File: config.mk
export PLATFORM = sky130hd
export DESIGN_NAME = u_enc
export DESIGN_NICKNAME = d
export VERILOG_FILES = /design/src/rtl/u_pkg.sv /design/src/rtl/u_enc_stage.sv /design/src/rtl/u_enc.sv
export SDC_FILE = /design/constraint.sdc
export NUM_CORES = 1
export LEC_CHECK = 0
export BUFFER_PORTS_ARGS = -buffer_cell sky130_fd_sc_hd__buf_2
export CAP_MARGIN = 15
export CORE_ASPECT_RATIO = 0.5
export CORE_UTILIZATION = 35
export CTS_CLUSTER_DIAMETER = 40
export DETAILED_ROUTE_END_ITERATION = 8
export PLACE_DENSITY_LB_ADDON = 0.12
export RECOVER_POWER = 50
export REMOVE_ABC_BUFFERS = 1
export SYNTH_ARGS = -nofsm -noshare
export SYNTH_HDL_FRONTEND = slang
export SYNTH_SLANG_ARGS = --single-unit
File: constraint.sdc
create_clock -name clk -period 1.7 [get_ports clk]
set_input_delay 0.34 -clock clk [delete_from_list [all_inputs] [get_ports clk]]
set_output_delay 0.34 -clock clk [all_outputs]
set_load 0.02 [all_outputs]
File: src/rtl/u_pkg.sv
// Shared definitions for the unary (thermometer) encoder: count width,
// S1 payload layout and the reference encode function.
package u_pkg;

  // Upper bounds used to size package-level types; W must stay below MAX_W.
  localparam int MAX_W  = 256;
  localparam int MAX_CW = 9;

  function automatic int cw(input int w);
    return $clog2(w) + 1;
  endfunction

  typedef struct packed {
    logic [MAX_CW-1:0] count;
    logic              compliment;
    logic              range_ok;
  } s1_payload_t;

  // Bits at or above w are always zero, also in complement form.
  function automatic logic [MAX_W-1:0] unary_encode(input logic [MAX_CW-1:0] k,
                                                    input logic compl,
                                                    input int w);
    logic [MAX_W-1:0] code;
    code = '0;
    for (int j = 0; j < MAX_W; j++) begin
      if (j < w) code[j] = (j < int'(k)) ^ compl;
    end
    return code;
  endfunction

endpackage

File: src/rtl/u_enc_stage.sv
// Valid/ready pipeline register; payload only loads while the stage can accept,
// so a stalled entry holds stable.
module u_enc_stage #(
  parameter int DW = 8
) (
  input  logic          clk,
  input  logic          arst,
  input  logic          in_valid,
  input  logic [DW-1:0] in_data,
  output logic          in_ready,
  output logic          out_valid,
  output logic [DW-1:0] out_data,
  input  logic          out_ready
);

  assign in_ready = !out_valid | out_ready;

  always_ff @(posedge clk or posedge arst) begin
    if (arst) begin
      out_valid <= 1'b0;
      out_data  <= '0;
    end else if (in_ready) begin
      out_valid <= in_valid;
      if (in_valid) out_data <= in_data;
    end
  end

endmodule

File: src/rtl/u_enc.sv
// Two-stage binary-to-thermometer encoder with valid/ready output and a sticky
// out-of-range error flag.
module u_enc
  import u_pkg::*;
#(
  parameter int W                     = 16,
  parameter bit P_ADMIT_COMPLIMENT_EN = 1'b1,
  localparam int CW                   = cw(W)
) (
  input  logic          clk,
  input  logic          arst,
  input  logic          i_valid,
  input  logic [CW-1:0] i_count,
  input  logic          i_compliment,
  output logic          o_ready,
  output logic          o_valid,
  output logic [W-1:0]  o_code,
  output logic          o_is_compliment,
  input  logic          i_ready,
  output logic          o_err,
  input  logic          i_err_clr
);

  s1_payload_t      s1_in;
  s1_payload_t      s1_q;
  logic             s1_valid;
  logic             s1_down_rdy;
  logic [W:0]       s2_in;
  logic [W:0]       s2_q;
  logic             s2_rdy;
  logic             err_set;
  logic [MAX_W-1:0] code_full;

  always_comb begin
    s1_in            = '0;
    s1_in.count      = MAX_CW'(i_count);
    s1_in.compliment = P_ADMIT_COMPLIMENT_EN & i_compliment;
    s1_in.range_ok   = (int'(i_count) < W);
  end

  // An out-of-range entry is discarded, so it never waits on S2.
  assign s1_down_rdy = s2_rdy | !s1_q.range_ok;

  u_enc_stage #(.DW($bits(s1_payload_t))) u_s1 (
    .clk       (clk),
    .arst      (arst),
    .in_valid  (i_valid),
    .in_data   (s1_in),
    .in_ready  (o_ready),
    .out_valid (s1_valid),
    .out_data  (s1_q),
    .out_ready (s1_down_rdy)
  );

  assign code_full = unary_encode(s1_q.count, s1_q.compliment, W);
  assign s2_in     = {code_full[W-1:0], s1_q.compliment};

  generate
    if (W < MAX_W) begin : g_hi
      logic code_hi_unused;
      assign code_hi_unused = ^code_full[MAX_W-1:W];
    end
  endgenerate

  u_enc_stage #(.DW(W + 1)) u_s2 (
    .clk       (clk),
    .arst      (arst),
    .in_valid  (s1_valid & s1_q.range_ok),
    .in_data   (s2_in),
    .in_ready  (s2_rdy),
    .out_valid (o_valid),
    .out_data  (s2_q),
    .out_ready (i_ready)
  );

  assign o_code          = s2_q[W:1];
  assign o_is_compliment = s2_q[0];

  // S1 holds a bad entry for exactly one cycle, so this pulses once per error.
  assign err_set = s1_valid & !s1_q.range_ok;

  always_ff @(posedge clk or posedge arst) begin
    if (arst)           o_err <= 1'b0;
    else if (err_set)   o_err <= 1'b1;
    else if (i_err_clr) o_err <= 1'b0;
  end

endmodule

Yosys cells after proc, flatten, opt, wreduce, memory -nomap -nowiden --
Index checks and enable logic that the tools add are counted.
Operators by class: multiply operators 0, $add $sub $neg 0, shift-type cells 0, equal/unequal tests 0, multiplexer cells 2, divide/modulo/power cells 0, order comparisons 17, bitwise logic cells 21, reductions and logical operators 6
Operators with widths (count):
- < comparator 4 x 5 -> 1 bit (first input constant) | 8
- < comparator 3 x 5 -> 1 bit (first input constant) | 4
- XOR 1 bit | 16
- < comparator 1 x 5 -> 1 bit (first input constant) | 2
- < comparator 2 x 5 -> 1 bit (first input constant) | 2
- < comparator 5 bit (second input constant) | 1
- AND reduction 2 bit | 2
- logical NOT 1 bit | 3
- bitwise OR 1 bit | 3
- AND 1 bit | 2
- two-way mux 1 bit | 2
- nonzero test 2 bit | 1
Word-level totals: latch bits 0, output and inout port bits 20, word-level logic and storage cells 51, RAM bits 0, memories 0, memory bits (read-only) 0, register bits 27, bits of input ports 11

Depth between registers and ports, before layout --
Gate-level depths: netlist of run 1.
word-level depth 5, gate-level depth with buffers 5, depth with buffers taken out 3

By module --
A second synthesis of run 1 with hierarchy kept.
Second synthesis, totals: cell total of the unflattened synthesis 128, area total of the unflattened synthesis 1669.1 sq um
Modules (own cells, without submodules):
- u_enc_stage (u_s2) | seq. area each 450.4 sq um, area each 735.7 sq um, instances 1, cells an instance 40
- u_enc_stage (u_s1) | seq. area each 300.3 sq um, area each 518.0 sq um, instances 1, cells an instance 28
- u_enc | seq. area each 25.0 sq um, area each 415.4 sq um, instances 1, cells an instance 60

Least setup slack after synthesis of run 1 --
OpenSTA, ideal clock, no wires.
path kind reg-to-reg, start point register u_s2.out_valid, end point register u_s1.out_data[1], setup time 0.125 ns, data arrival time 1.443 ns, clock period less this slack 1.568 ns, path slack 0.132 ns, data required time 1.575 ns, stages on the path, launching flop included 4, path buffers 0, cell sequence dfrtp_1 nand4b_1 nand2_1 mux2_2
Between the ends: cells in the longest elaborated chain, start to end 5
RTL lines:
- from (decl) | line u_enc_stage.sv:11 | output logic out_valid,
- from (signal assigned) | line u_enc_stage.sv:23 | out_valid <= in_valid;
- logical NOT 1 bit | line u_enc_stage.sv:16 | assign in_ready = !out_valid | out_ready;
- bitwise OR 1 bit | line u_enc_stage.sv:16
- bitwise OR 1 bit | line u_enc.sv:42 | assign s1_down_rdy = s2_rdy | !s1_q.range_ok;
- bitwise OR 1 bit | line u_enc_stage.sv:16
- named net o_ready | line u_enc.sv:15 | output logic o_ready,
- AND reduction 2 bit (no source line)
- to (signal assigned) | line u_enc_stage.sv:24 | if (in_valid) out_data <= in_data;
- to (decl) | line u_enc_stage.sv:12 | output logic [DW-1:0] out_data,
The timed path passes the listed nets, and every way through them passes these cells. A chain may end at the register's enable or synchronous reset.

Final worst setup path of run 1 --
start point register u_s1.out_data[6], end point register u_s2.out_data[5]
Between the ends: cells in the longest elaborated chain, start to end 2
RTL lines:
- < comparator 3 x 5 -> 1 bit | line u_pkg.sv:26 | if (j < w) code[j] = (j < int'(k)) ^ compl;
- XOR 1 bit | line u_pkg.sv:26
- to (signal assigned) | line u_enc_stage.sv:24
- to (decl) | line u_enc_stage.sv:12
Every way passes these cells.

==> qor.log, run 1 <==
qor: outcome.outcome finished, final reports clean
qor: cts.clk-insertion-delay-late 280 ps
qor: sta.grt_setup_unrepaired false
qor: critical_path.cp_data_required_time 1900 ps
qor: grt.first_pass_grt_wire_length 5220 um
qor: route.via_density_per_instance 5.23
qor: grt.grt_pass1_vias 1047
qor: critical_path.r2r_slack 200 ps
qor: synthesis.synth.most_common_cell dfrtp_1
qor: cts.postCtsSetupBuffers 0
qor: synthesis.netlist_top_cells_area dfrtp_1 48%, mux2_2 8.0%, o21ai_0 3.9%, xnor2_1 3.7%, o211ai_1 3.2%
qor: synthesis.ys_ff_latch 27
qor: sta.max-slew-margin-rel 0.548
qor: placement.numPlacedInstances 203
qor: cells_and_area.finalNetCount 168
qor: synthesis.synthesis.area 1410 um^2
qor: synthesis.ys_types 40
qor: critical_path.worst-path-max-fanout 17
qor: cts.worst_setup_hold_path_clk_slew 100 ps
qor: synthesis.synthesis.area_per_instance 11.2 um^2
qor: grt.overflow 0
qor: cts.cts.repair.resized 0
qor: synthesis.synth-edff-count 0
qor: power.pwr_density_cell 1290 nW/um^2
qor: placement.dpl_cell_area 1600 um^2
qor: cts.cts_hold_buf 0
qor: sta.final.setup.tns 0 ps
qor: critical_path.critical_path_arrival 1700 ps
qor: power.power.share.combinational 0.364
qor: power.worst_ir_drop_vdd 356 uV
qor: critical_path.r2r.worst_path.cells 3
qor: synthesis.ys_seq_area_frac 0.481
qor: min_path.hold_path_class input pin to async pin
qor: cts.tritoncts done
qor: sta.final_hold_viol_count 0
qor: route.drtPass1Iterations 4
qor: synthesis.synthesis.instances 126
qor: route.drt-wirelength-per-cell 14.9 um
qor: sta.fmax 0.668 GHz
qor: critical_path.endpoint_kind register
qor: route.num_vias 1082
qor: critical_path.cp-start-kind register
qor: synthesis.ys_dominant_reg_cell dfrtp_1
qor: cts.cts_root_buf clkbuf_8
qor: power.power_switching 815 uW
qor: power.p_int 1290 uW
qor: grt.grt_start_max_net_pins 28
qor: floorplan.die_height 46.8 um
qor: critical_path.reg2reg_to u_s2.out_data[5]
qor: critical_path.timing_worst_setup_path_type register to register
qor: cells_and_area.final-instance-count-excl-fill 207
qor: cts.clockBufferDepth 2
qor: cells_and_area.synthToLayoutAreaGrowth 16.2%
qor: grt.grt_antenna_before_repair 0
qor: synthesis.ys_async_sr_fraction 1.00
qor: floorplan.core 3620 um^2
qor: power.p_leak 0.000675 uW
qor: cts.clkSinkCount 27
qor: power.sequential_group_share_of_total_power 0.459
qor: route.routed_wl 3090 um
qor: synthesis.netlist.area_leader.share 0.481
qor: power.switching_share 0.386
qor: route.number_of_drc_markers_after_the_initial_detailed_route_iteration 81
qor: critical_path.critPathBufInv 0
qor: floorplan.floorplan.initialDensity 0.388
qor: sta.timing.final.crit_share 0.881
qor: floorplan.die_width 91.6 um
qor: synthesis.synth_top_cell_by_area dfrtp_1
qor: cts.number_of_h_tree_levels 1
qor: sta.actual_slew_at_the_worst_max_slew_pin 678 ps
qor: floorplan.top_level_ports 31
qor: sta.timing.final.max_slew_violations 0
qor: critical_path.worst_r2r_startpoint u_s1.out_data[6]
qor: synthesis.synth_common_cells 27 x dfrtp_1, 11 x o21ai_0, 10 x mux2_2
qor: critical_path.slowest_stage dfrtp_1
qor: critical_path.worst_path_dominant_cell_family flip-flops
qor: critical_path.cp_cell_sequence nor2_2 > a2111o_1 > o211ai_1
qor: critical_path.worst_path_largest_cell_delay 750 ps
qor: cells_and_area.final_layout_size_suffix_gt1_frac 0.333
qor: cts.cts_made_buffers 3
qor: sta.finalClockSkew 7.55 ps
qor: grt.grt.total_usage 0.162
qor: placement.routability_congestion_estimate 0.740
qor: placement.post-place-ws 222 ps
qor: floorplan.row_count 15
qor: cells_and_area.postLayoutCellArea 1630 um^2
qor: cells_and_area.antenna-diode-count 0
qor: flow_run.cap_viol_max_count 0
qor: sta.timing.final.setup_violations 0
qor: placement.io_buffer_count 30
qor: floorplan.floorplan.die_area 4290 um^2
qor: sta.worst_slack 202 ps
qor: placement.hpwlAfterDp 2250 um
qor: sta.final.min_clock_period 1500 ps
qor: synthesis.yosys_warnings 0
qor: route.ant_nets 0
qor: route.route.detailed.drc 0
qor: power.part_of_the_total_power_dissipated_in_the_clock_network 0.177
## power by group through the flow
stage | clock (uW) | sequential (uW) | combinational (uW)
floorplan | 0 | 1170 | 313
CTS | 382 | 968 | 798
detailed placement | 0 | 982 | 798
finish | 372 | 968 | 768
global route | 406 | 998 | 849
global placement | 0 | 972 | 793
## per-stage QoR
step	utilization	hold WS [ps]	total power [uW]
finish	0.451	224	2110
detailed placement	0.441	426	1780
floorplan	-	393	1480
global route	0.451	243	2250
global placement	0.441	422	1760
CTS	0.454	122	2150
## per-layer routing
layer | GRT usage | vias up | part of all wire
met4 | 0.0381 | 0 | 0
met1 | 0.234 | 514 | 0.54
li1 | - | 536 | -
met2 | 0.253 | 32 | 0.40
met3 | 0.0388 | 0 | 0.054
met5 | 0 | - | 0
## layout make-up
| type | instances | area (um^2) |
|---|---|---|
| clock buffer | 4 | 45.0 |
| tap | 51 | 63.8 |
| fill | 364 | 1990 |
| multi-input combinational | 83 | 634 |
| timing repair buffer | 38 | 199 |
| inverter | 4 | 15.0 |
| sequential | 27 | 676 |
## worst max-delay path by stage
stage | from | to | depth (start not counted)
global route | u_s1.out_data[6] | u_s2.out_data[5] | 3
global placement | i_ready | u_s1.out_data[6] | 4
finish | u_s1.out_data[6] | u_s2.out_data[5] | 3
detailed placement | i_ready | u_s1.out_data[6] | 4
CTS | u_s1.out_data[6] | u_s2.out_data[5] | 3
floorplan | u_s2.out_valid | u_s1.out_data[1] | 3
## registers in the layout, indices dropped and copies added, names as in the netlist
register and count:
o_err 1, u_s1.out_data 7, u_s1.out_valid 1, u_s2.out_data 17, u_s2.out_valid 1
## worst register-to-register path, cell delays in order (launching register included)
cell and delay, ps:
dfrtp_1 750, nor2_2 180, a2111o_1 400, o211ai_1 90
## cell families after synthesis
family                    count (synthesis)  share of synthesized area
buffers and inverters                    16                     0.0677
AOI/OAI and AO/OA                        41                      0.216
DFF                                      27                      0.481
xor gates and xnor gates                  6                     0.0374
and+or+nand+nor                          25                      0.107
muxes                                    11                     0.0908
## cells in the final DEF (no fill, tap or decap), drive strengths merged, types with 2 or more instances in the layout
| cell type | Yosys | final |
|---|---|---|
| o311ai | 3 | 3 |
| nand4 | 4 | 4 |
| nand2b | 2 | 2 |
| a211oi | 2 | 2 |
| a31oi | 2 | 2 |
| nand3 | 2 | 2 |
| clkbuf | 3 | 12 |
| nor3 | 2 | 2 |
| buf | 9 | 30 |
| o2111ai | 3 | 3 |
| o21ai | 12 | 12 |
| o211ai | 6 | 6 |
| dfrtp | 27 | 27 |
| inv | 4 | 4 |
| nor2 | 4 | 4 |
| a21oi | 3 | 3 |
| mux2 | 11 | 11 |
| nand2 | 6 | 6 |
| o21a | 2 | 2 |
| xnor2 | 6 | 6 |
| a2111o | 2 | 2 |
| nor4 | 2 | 2 |
No activity file was read; power rests on OpenSTA's default activity.
==> inputs of run 2 (changes only) <==
- CORE_UTILIZATION: 35 -> 53
==> run 2 against run 1 <==
Effect of this change: cell count decreased by 7.7%; worst setup slack got worse by 3.6 ps; count of clock-buffer cells in the layout unchanged.
==> qor.log, run 2 (synthesis results as in run 1) <==
qor: grt.overflow 0 [unchanged]
qor: cts.clockBufferDepth 2 [unchanged]
qor: critical_path.cp_cell_sequence nor2_2 > a2111o_1 > o211ai_1
qor: power.p_int 1290 uW [-0.18%]
qor: sta.final.min_clock_period 1500 ps [+3.58 ps]
qor: cts.cts.repair.resized 0 [unchanged]
qor: floorplan.floorplan.die_area 2870 um^2 [-33%]
qor: flow_run.cap_viol_max_count 0 [unchanged]
qor: outcome.outcome finished, final reports clean
qor: cts.clk-insertion-delay-late 270 ps [about the same]
qor: critical_path.cp-start-kind register
qor: power.power_switching 812 uW [-0.37%]
qor: route.drt-wirelength-per-cell 15.4 um [+3.0%]
qor: cells_and_area.finalNetCount 168 [unchanged]
qor: floorplan.die_height 38.4 um [-18%]
qor: critical_path.slowest_stage dfrtp_1
qor: route.ant_nets 0 [unchanged]
qor: cells_and_area.layout_common_cells 27 x dfrtp_1, 23 x buf_2, 11 x o21ai_0
qor: power.sequential_group_share_of_total_power 0.464 [+0.005]
qor: cells_and_area.fillers 196 [-46%]
qor: route.route.detailed.drc 0 [unchanged]
qor: min_path.hold_path_class input pin to async pin
qor: cells_and_area.synthToLayoutAreaGrowth 14.8%
qor: power.worst_ir_drop_vdd 647 uV [+82%]
qor: grt.grt_antenna_before_repair 0 [unchanged]
qor: power.pwr_density_cell 1300 nW/um^2 [+0.99%]
qor: critical_path.critPathBufInv 0 [unchanged]
qor: cells_and_area.max_reg_flops 17 [unchanged]
qor: cells_and_area.final_util 0.684 [+0.233]
qor: grt.first_pass_grt_wire_length 4810 um [-7.8%]
qor: sta.final.setup.tns 0 ps [unchanged]
qor: sta.actual_slew_at_the_worst_max_slew_pin 653 ps [-24.6 ps]
qor: sta.finalClockSkew 5.95 ps [-1.60 ps]
qor: grt.grt_pass1_vias 1008 [-3.7%]
qor: cts.clkSinkCount 27 [unchanged]
qor: power.p_leak 0.000676 uW [about the same]
qor: critical_path.r2r.worst_path.cells 3 [unchanged]
qor: grt.grt_start_max_net_pins 28 [unchanged]
qor: power.switching_share 0.386 [-0.000468]
qor: cts.postCtsSetupBuffers 0 [unchanged]
qor: route.via_density_per_instance 5.88 [+12%]
qor: sta.timing.final.max_slew_violations 0 [unchanged]
qor: cells_and_area.postLayoutCellArea 1610 um^2 [-1.2%]
qor: cts.tritoncts done
qor: sta.timing.final.crit_share 0.883 [+0.00211]
qor: placement.routability_congestion_estimate 0.765 [+3.4%]
qor: cts.cts_made_buffers 3 [unchanged]
qor: critical_path.critical_path_arrival 1700 ps [about the same]
qor: floorplan.row_count 12 [-3]
qor: placement.dpl_cell_area 1580 um^2 [-1.3%]
qor: floorplan.core 2360 um^2 [-35%]
qor: sta.final_hold_viol_count 0 [unchanged]
qor: critical_path.timing_worst_setup_path_type register to register
qor: critical_path.cp.depth 3 [unchanged]
qor: cts.cts_hold_buf 0 [unchanged]
qor: grt.grt.total_usage 0.237 [+0.0752]
qor: floorplan.top_level_ports 31 [unchanged]
qor: route.num_vias 1123 [+3.8%]
qor: critical_path.endpoint_kind register
qor: critical_path.worst_path_largest_cell_delay 740 ps [about the same]
qor: route.drtPass1Iterations 4 [unchanged]
qor: sta.fmax 0.666 GHz [-0.24%]
qor: placement.hpwlAfterDp 2090 um [-7.1%]
qor: critical_path.cp_data_required_time 1900 ps [about the same]
qor: floorplan.floorplan.initialDensity 0.596 [+0.208]
qor: sta.grt_setup_unrepaired false
qor: route.routed_wl 2940 um [-5.0%]
qor: cts.worst_setup_hold_path_clk_slew 90 ps [about the same]
qor: cells_and_area.top_regs u_s2.out_data: 17 flops, u_s1.out_data: 7 flops
qor: placement.io_buffer_count 30 [unchanged]
qor: sta.timing.final.setup_violations 0 [unchanged]
qor: critical_path.worst-path-max-fanout 17 [unchanged]
qor: cells_and_area.register_with_the_most_flip_flops u_s2.out_data
qor: cells_and_area.final_layout_size_suffix_gt1_frac 0.333 [unchanged]
qor: power.power.share.combinational 0.363 [about the same]
qor: cts.cts_root_buf clkbuf_8
qor: cells_and_area.layout.cells.most_common dfrtp_1
qor: cts.number_of_h_tree_levels 1 [unchanged]
qor: power.part_of_the_total_power_dissipated_in_the_clock_network 0.173 [-0.004]
qor: route.number_of_drc_markers_after_the_initial_detailed_route_iteration 127 [+57%]
qor: critical_path.worst_path_dominant_cell_family flip-flops
qor: floorplan.die_width 74.8 um [-18%]
qor: cells_and_area.antenna-diode-count 0 [unchanged]
qor: sta.max-slew-margin-rel 0.565 [+0.0164]
-- run 2: cell counts in the layout (fill, tap and decap cells not counted) --
No cell type changed its count.
-- run 2: area by class of cell --
type                       instances  area, um^2  area share
timing repair buffer              38         199       0.123
sequential                        27         676       0.419
tap                               35        43.8      0.0272
multi-input combinational         83         634       0.393
clock buffer                       4        45.0      0.0279
inverter                           4        15.0     0.00931
-- run 2: worst paths after layout --
path / start / end / slack [ps]
max in group asynchronous: arst / u_s2.out_data[7] / 1050
worst max-delay path: u_s1.out_data[6] / u_s2.out_data[5] / 200
worst min-delay path: arst / u_s2.out_data[16] / 230
worst max register to register: u_s1.out_data[6] / u_s2.out_data[5] / 200
worst min register to register: u_s2.out_data[4] / u_s2.out_data[4] / 510
min in group clk: i_err_clr / o_err / 250
-- run 2: per-stage QoR --
stage               setup WS, ps  hold slack, ps  instances  total power [uW]
detailed placement           233             425        187              1770
CTS                          212             125        191              2130
global route                 121             234        191              2250
floorplan                    132             393        114              1480
finish                       198             227        191              2100
global placement             260             408        187              1750
-- run 2: worst min-delay path, delay by kind of cell --
family	cells	cell delay, ps
buf+inv	3	660
-- run 2: power groups by stage --
stage | combinational (uW) | clock (uW) | sequential [uW]
global route | 835 | 414 | 1000
finish | 763 | 365 | 975
CTS | 788 | 373 | 972
detailed placement | 784 | 0 | 985
floorplan | 313 | 0 | 1170
global placement | 775 | 0 | 975
-- run 2: per-layer routing --
| layer | GRT usage | wire length (um) | vias to the layer above |
|---|---|---|---|
| met5 | 0 | 0 | - |
| met2 | 0.363 | 1330 | 41 |
| li1 | - | - | 535 |
| met1 | 0.342 | 1430 | 545 |
| met4 | 0.0425 | 6 | 0 |
| met3 | 0.0632 | 173 | 2 |
==> inputs of run 3 (changes only) <==
- ABC_AREA: unset -> 1
- CORE_UTILIZATION: 53 -> 55
- SYNTH_HIERARCHICAL: unset -> 1
==> run 3 against run 2 <==
Effect of this change: first-iteration DRC count shrank 28%; synthesized cell count grew 79%; sequential cell count grew 4; core utilization shrank 4.4 points; combinational power shrank 14%; clock power grew 42%; global-route usage shrank 1.0 points; register-to-register slack gained 20 ps; via count grew 27%; count of clock-buffer cells in the layout grew 2; sequential share of layout area shrank 1.9 points; largest power group unchanged; cell count grew 56%; largest cell class is now multi-input gates.
==> qor.log, run 3 <==
qor: floorplan.die_width 82.2 um [+9.8%]
qor: synthesis.synthesis.area_per_instance 7.86 um^2 [-30%]
qor: sta.final.setup.tns 0 ps [unchanged]
qor: critical_path.cp-start-kind register
qor: cells_and_area.top_regs u_s2/out_data: 17 flops, u_s1/out_data: 11 flops
qor: cells_and_area.antenna-diode-count 0 [unchanged]
qor: grt.first_pass_grt_wire_length 5730 um [+19%]
qor: route.routed_wl 3370 um [+15%]
qor: synthesis.synthesis.area 1770 um^2 [+26%]
qor: route.drt-wirelength-per-cell 11.3 um [-26%]
qor: placement.hpwlAfterDp 2430 um [+16%]
qor: floorplan.core 3030 um^2 [+29%]
qor: synthesis.netlist.area_leader.share 0.439 [-0.0421]
qor: critical_path.cp_cell_sequence nand2_2 > inv_1 > nand2_1 > inv_1 > nand2_4 > buf_2
qor: synthesis.synth_common_cells 94 x nand2_1, 34 x nand3_1, 31 x dfrtp_1, 16 x inv_1, 9 x xor2_1
qor: cts.postCtsSetupBuffers 0 [unchanged]
qor: synthesis.synth-edff-count 0 [unchanged]
qor: grt.overflow 0 [unchanged]
qor: sta.timing.final.max_slew_violations 0 [unchanged]
qor: placement.routability_congestion_estimate 0.825 [+7.9%]
qor: synthesis.synth_top_cell_by_area dfrtp_1
qor: grt.grt_pass1_vias 1273 [+26%]
qor: flow_run.cap_viol_max_count 0 [unchanged]
qor: critical_path.endpoint_kind output port
qor: grt.grt_start_max_net_pins 20 [-29%]
qor: route.route.detailed.drc 0 [unchanged]
qor: synthesis.ys_seq_area_frac 0.439 [-0.0421]
qor: cells_and_area.layout_common_cells 96 x nand2_1, 34 x nand3_1, 31 x dfrtp_1
qor: power.pwr_density_cell 1130 nW/um^2 [-14%]
qor: sta.worst_slack 129 ps [-69.4 ps]
qor: critical_path.worst-path-max-fanout 14 [-3]
qor: sta.final_hold_viol_count 0 [unchanged]
qor: cts.worst_setup_hold_path_clk_slew 60 ps [-30 ps]
qor: route.num_vias 1424 [+27%]
qor: cells_and_area.final_layout_size_suffix_gt1_frac 0.132 [-0.202]
qor: sta.grt_setup_unrepaired false
qor: placement.post-place-ws 323 ps [+90.5 ps]
qor: cts.clkSinkCount 31 [+15%]
qor: critical_path.timing_worst_setup_path_type register to output port
qor: sta.timing.final.crit_share 0.924 [+0.0408]
qor: critical_path.critical_path_arrival 1230 ps [-470 ps]
qor: synthesis.synth.most_common_cell nand2_1
qor: synthesis.ys_ff_latch 31 [+15%]
qor: cells_and_area.fillers 297 [+52%]
qor: cts.cts_hold_buf 1 [+1]
qor: floorplan.floorplan.initialDensity 0.583 [-0.0127]
qor: floorplan.floorplan.die_area 3460 um^2 [+20%]
qor: min_path.hold_path_class input pin to register
qor: sta.actual_slew_at_the_worst_max_slew_pin 710 ps [+56.5 ps]
qor: cts.cts_made_buffers 5 [+2]
qor: cts.tritoncts done
qor: synthesis.synthesis.instances 225 [+79%]
qor: power.worst_ir_drop_vdd 728 uV [+12%]
qor: cells_and_area.max_reg_flops 17 [unchanged]
qor: cells_and_area.synthToLayoutAreaGrowth 9.70%
qor: cells_and_area.finalNetCount 270 [+61%]
qor: cells_and_area.layout.cells.most_common nand2_1
qor: route.number_of_drc_markers_after_the_initial_detailed_route_iteration 92 [-28%]
qor: cells_and_area.register_with_the_most_flip_flops u_s2/out_data
qor: sta.fin_hold_ws 233 ps [+5.67 ps]
qor: critical_path.worst_path_largest_cell_delay 390 ps [-350 ps]
qor: floorplan.row_count 14 [+2]
qor: route.ant_nets 0 [unchanged]
qor: cts.clockBufferDepth 2 [unchanged]
qor: grt.grt_antenna_before_repair 0 [unchanged]
qor: floorplan.top_level_ports 31 [unchanged]
qor: sta.max-slew-margin-rel 0.526 [-0.0382]
qor: critical_path.cp_data_required_time 1360 ps [-540 ps]
qor: sta.final.min_clock_period 1570 ps [+69.4 ps]
qor: grt.grt.total_usage 0.227 [-0.0100]
qor: synthesis.ys_async_sr_fraction 1.00 [unchanged]
qor: floorplan.die_height 42.1 um [+9.6%]
qor: placement.io_buffer_count 30 [unchanged]
qor: critical_path.slowest_stage dfrtp_1
qor: synthesis.yosys_warnings 6 [+6]
qor: sta.timing.final.setup_violations 0 [unchanged]
qor: power.p_leak 0.00105 uW [+56%]
qor: synthesis.ys_dominant_reg_cell dfrtp_1
qor: outcome.outcome finished, final reports clean
qor: synthesis.netlist_top_cells_area dfrtp_1 44%, nand2_1 20%, nand3_1 9.6%, xor2_1 4.5%, buf_6 3.8%
qor: cts.clk-insertion-delay-late 280 ps [about the same]
qor: critical_path.cp_most_frequent_cell inv_1
qor: route.drtPass1Iterations 7 [+3]
qor: synthesis.ys_types 23 [-43%]
qor: sta.fmax 0.637 GHz [-4.4%]
qor: cells_and_area.final-instance-count-excl-fill 298 [+56%]
qor: cts.number_of_h_tree_levels 2 [+1]
qor: route.via_density_per_instance 4.78 [-19%]
qor: cts.cts_root_buf clkbuf_8
qor: cells_and_area.final_util 0.640 [-0.0442]
qor: sta.finalClockSkew 3.37 ps [-2.58 ps]
qor: cts.cts.repair.resized 0 [unchanged]
qor: placement.numPlacedInstances 291 [+56%]
[run 3: critical path, delay by kind of cell (launching register included)]
kind | cells | cell delay, ps
buf+inv | 3 | 290
simple gates | 3 | 270
flops | 1 | 390
[run 3: layout make-up]
cell class | instances | area, um^2 | share of cell area
Tap cell | 40 | 50.0 | 0.0258
Timing Repair Buffer | 34 | 158 | 0.0813
Sequential cell | 31 | 776 | 0.400
Inverter | 18 | 67.6 | 0.0348
Clock buffer | 6 | 72.6 | 0.0374
Multi-Input combinational cell | 169 | 816 | 0.421
[run 3: logic make-up (layout without fill, tap and decap cells)]
kind of cell,Yosys count,count (layout),synth area share
xor+xnor,9,9,0.0446
simple gates,153,153,0.408
flops,31,31,0.439
other cells,1,4,0.00212
compound gates,3,3,0.00920
buf+inv,28,58,0.0977
[run 3: worst paths after layout]
check | from | end | slack, ps | cells past startpoint
setup / recovery | u_s2/out_valid | o_ready | 130 | 6
hold / removal | i_err_clr | o_err | 230 | 2
setup reg to reg | u_s2/out_valid | u_s2/out_data[2] | 220 | 5
hold reg to reg | u_s2/out_data[11] | u_s2/out_data[11] | 470 | 2
max in group asynchronous | arst | u_s2/out_data[2] | 520 | 3
min in group asynchronous | arst | o_err | 440 | 3
[run 3: power breakdown]
part	leakage (uW)	internal, uW	switching, uW
Combinational	0.000637	197	463
Clock	0.0000371	272	245
Sequential	0.000378	899	110
[run 3: metrics by stage]
step,power [uW],cell area (um^2)
floorplan,1490,1670
global placement,1700,1900
detailed placement,1720,1900
CTS,2250,1980
global route,2350,1940
finish,2190,1940
[run 3: per-layer routing]
layer / part of all wire / GRT usage / vias up
li1: - / - / 759
met1: 0.51 / 0.313 / 623
met2: 0.42 / 0.334 / 34
met3: 0.053 / 0.0739 / 8
met4: 0.013 / 0.0842 / 0
met5: 0 / 0 / -
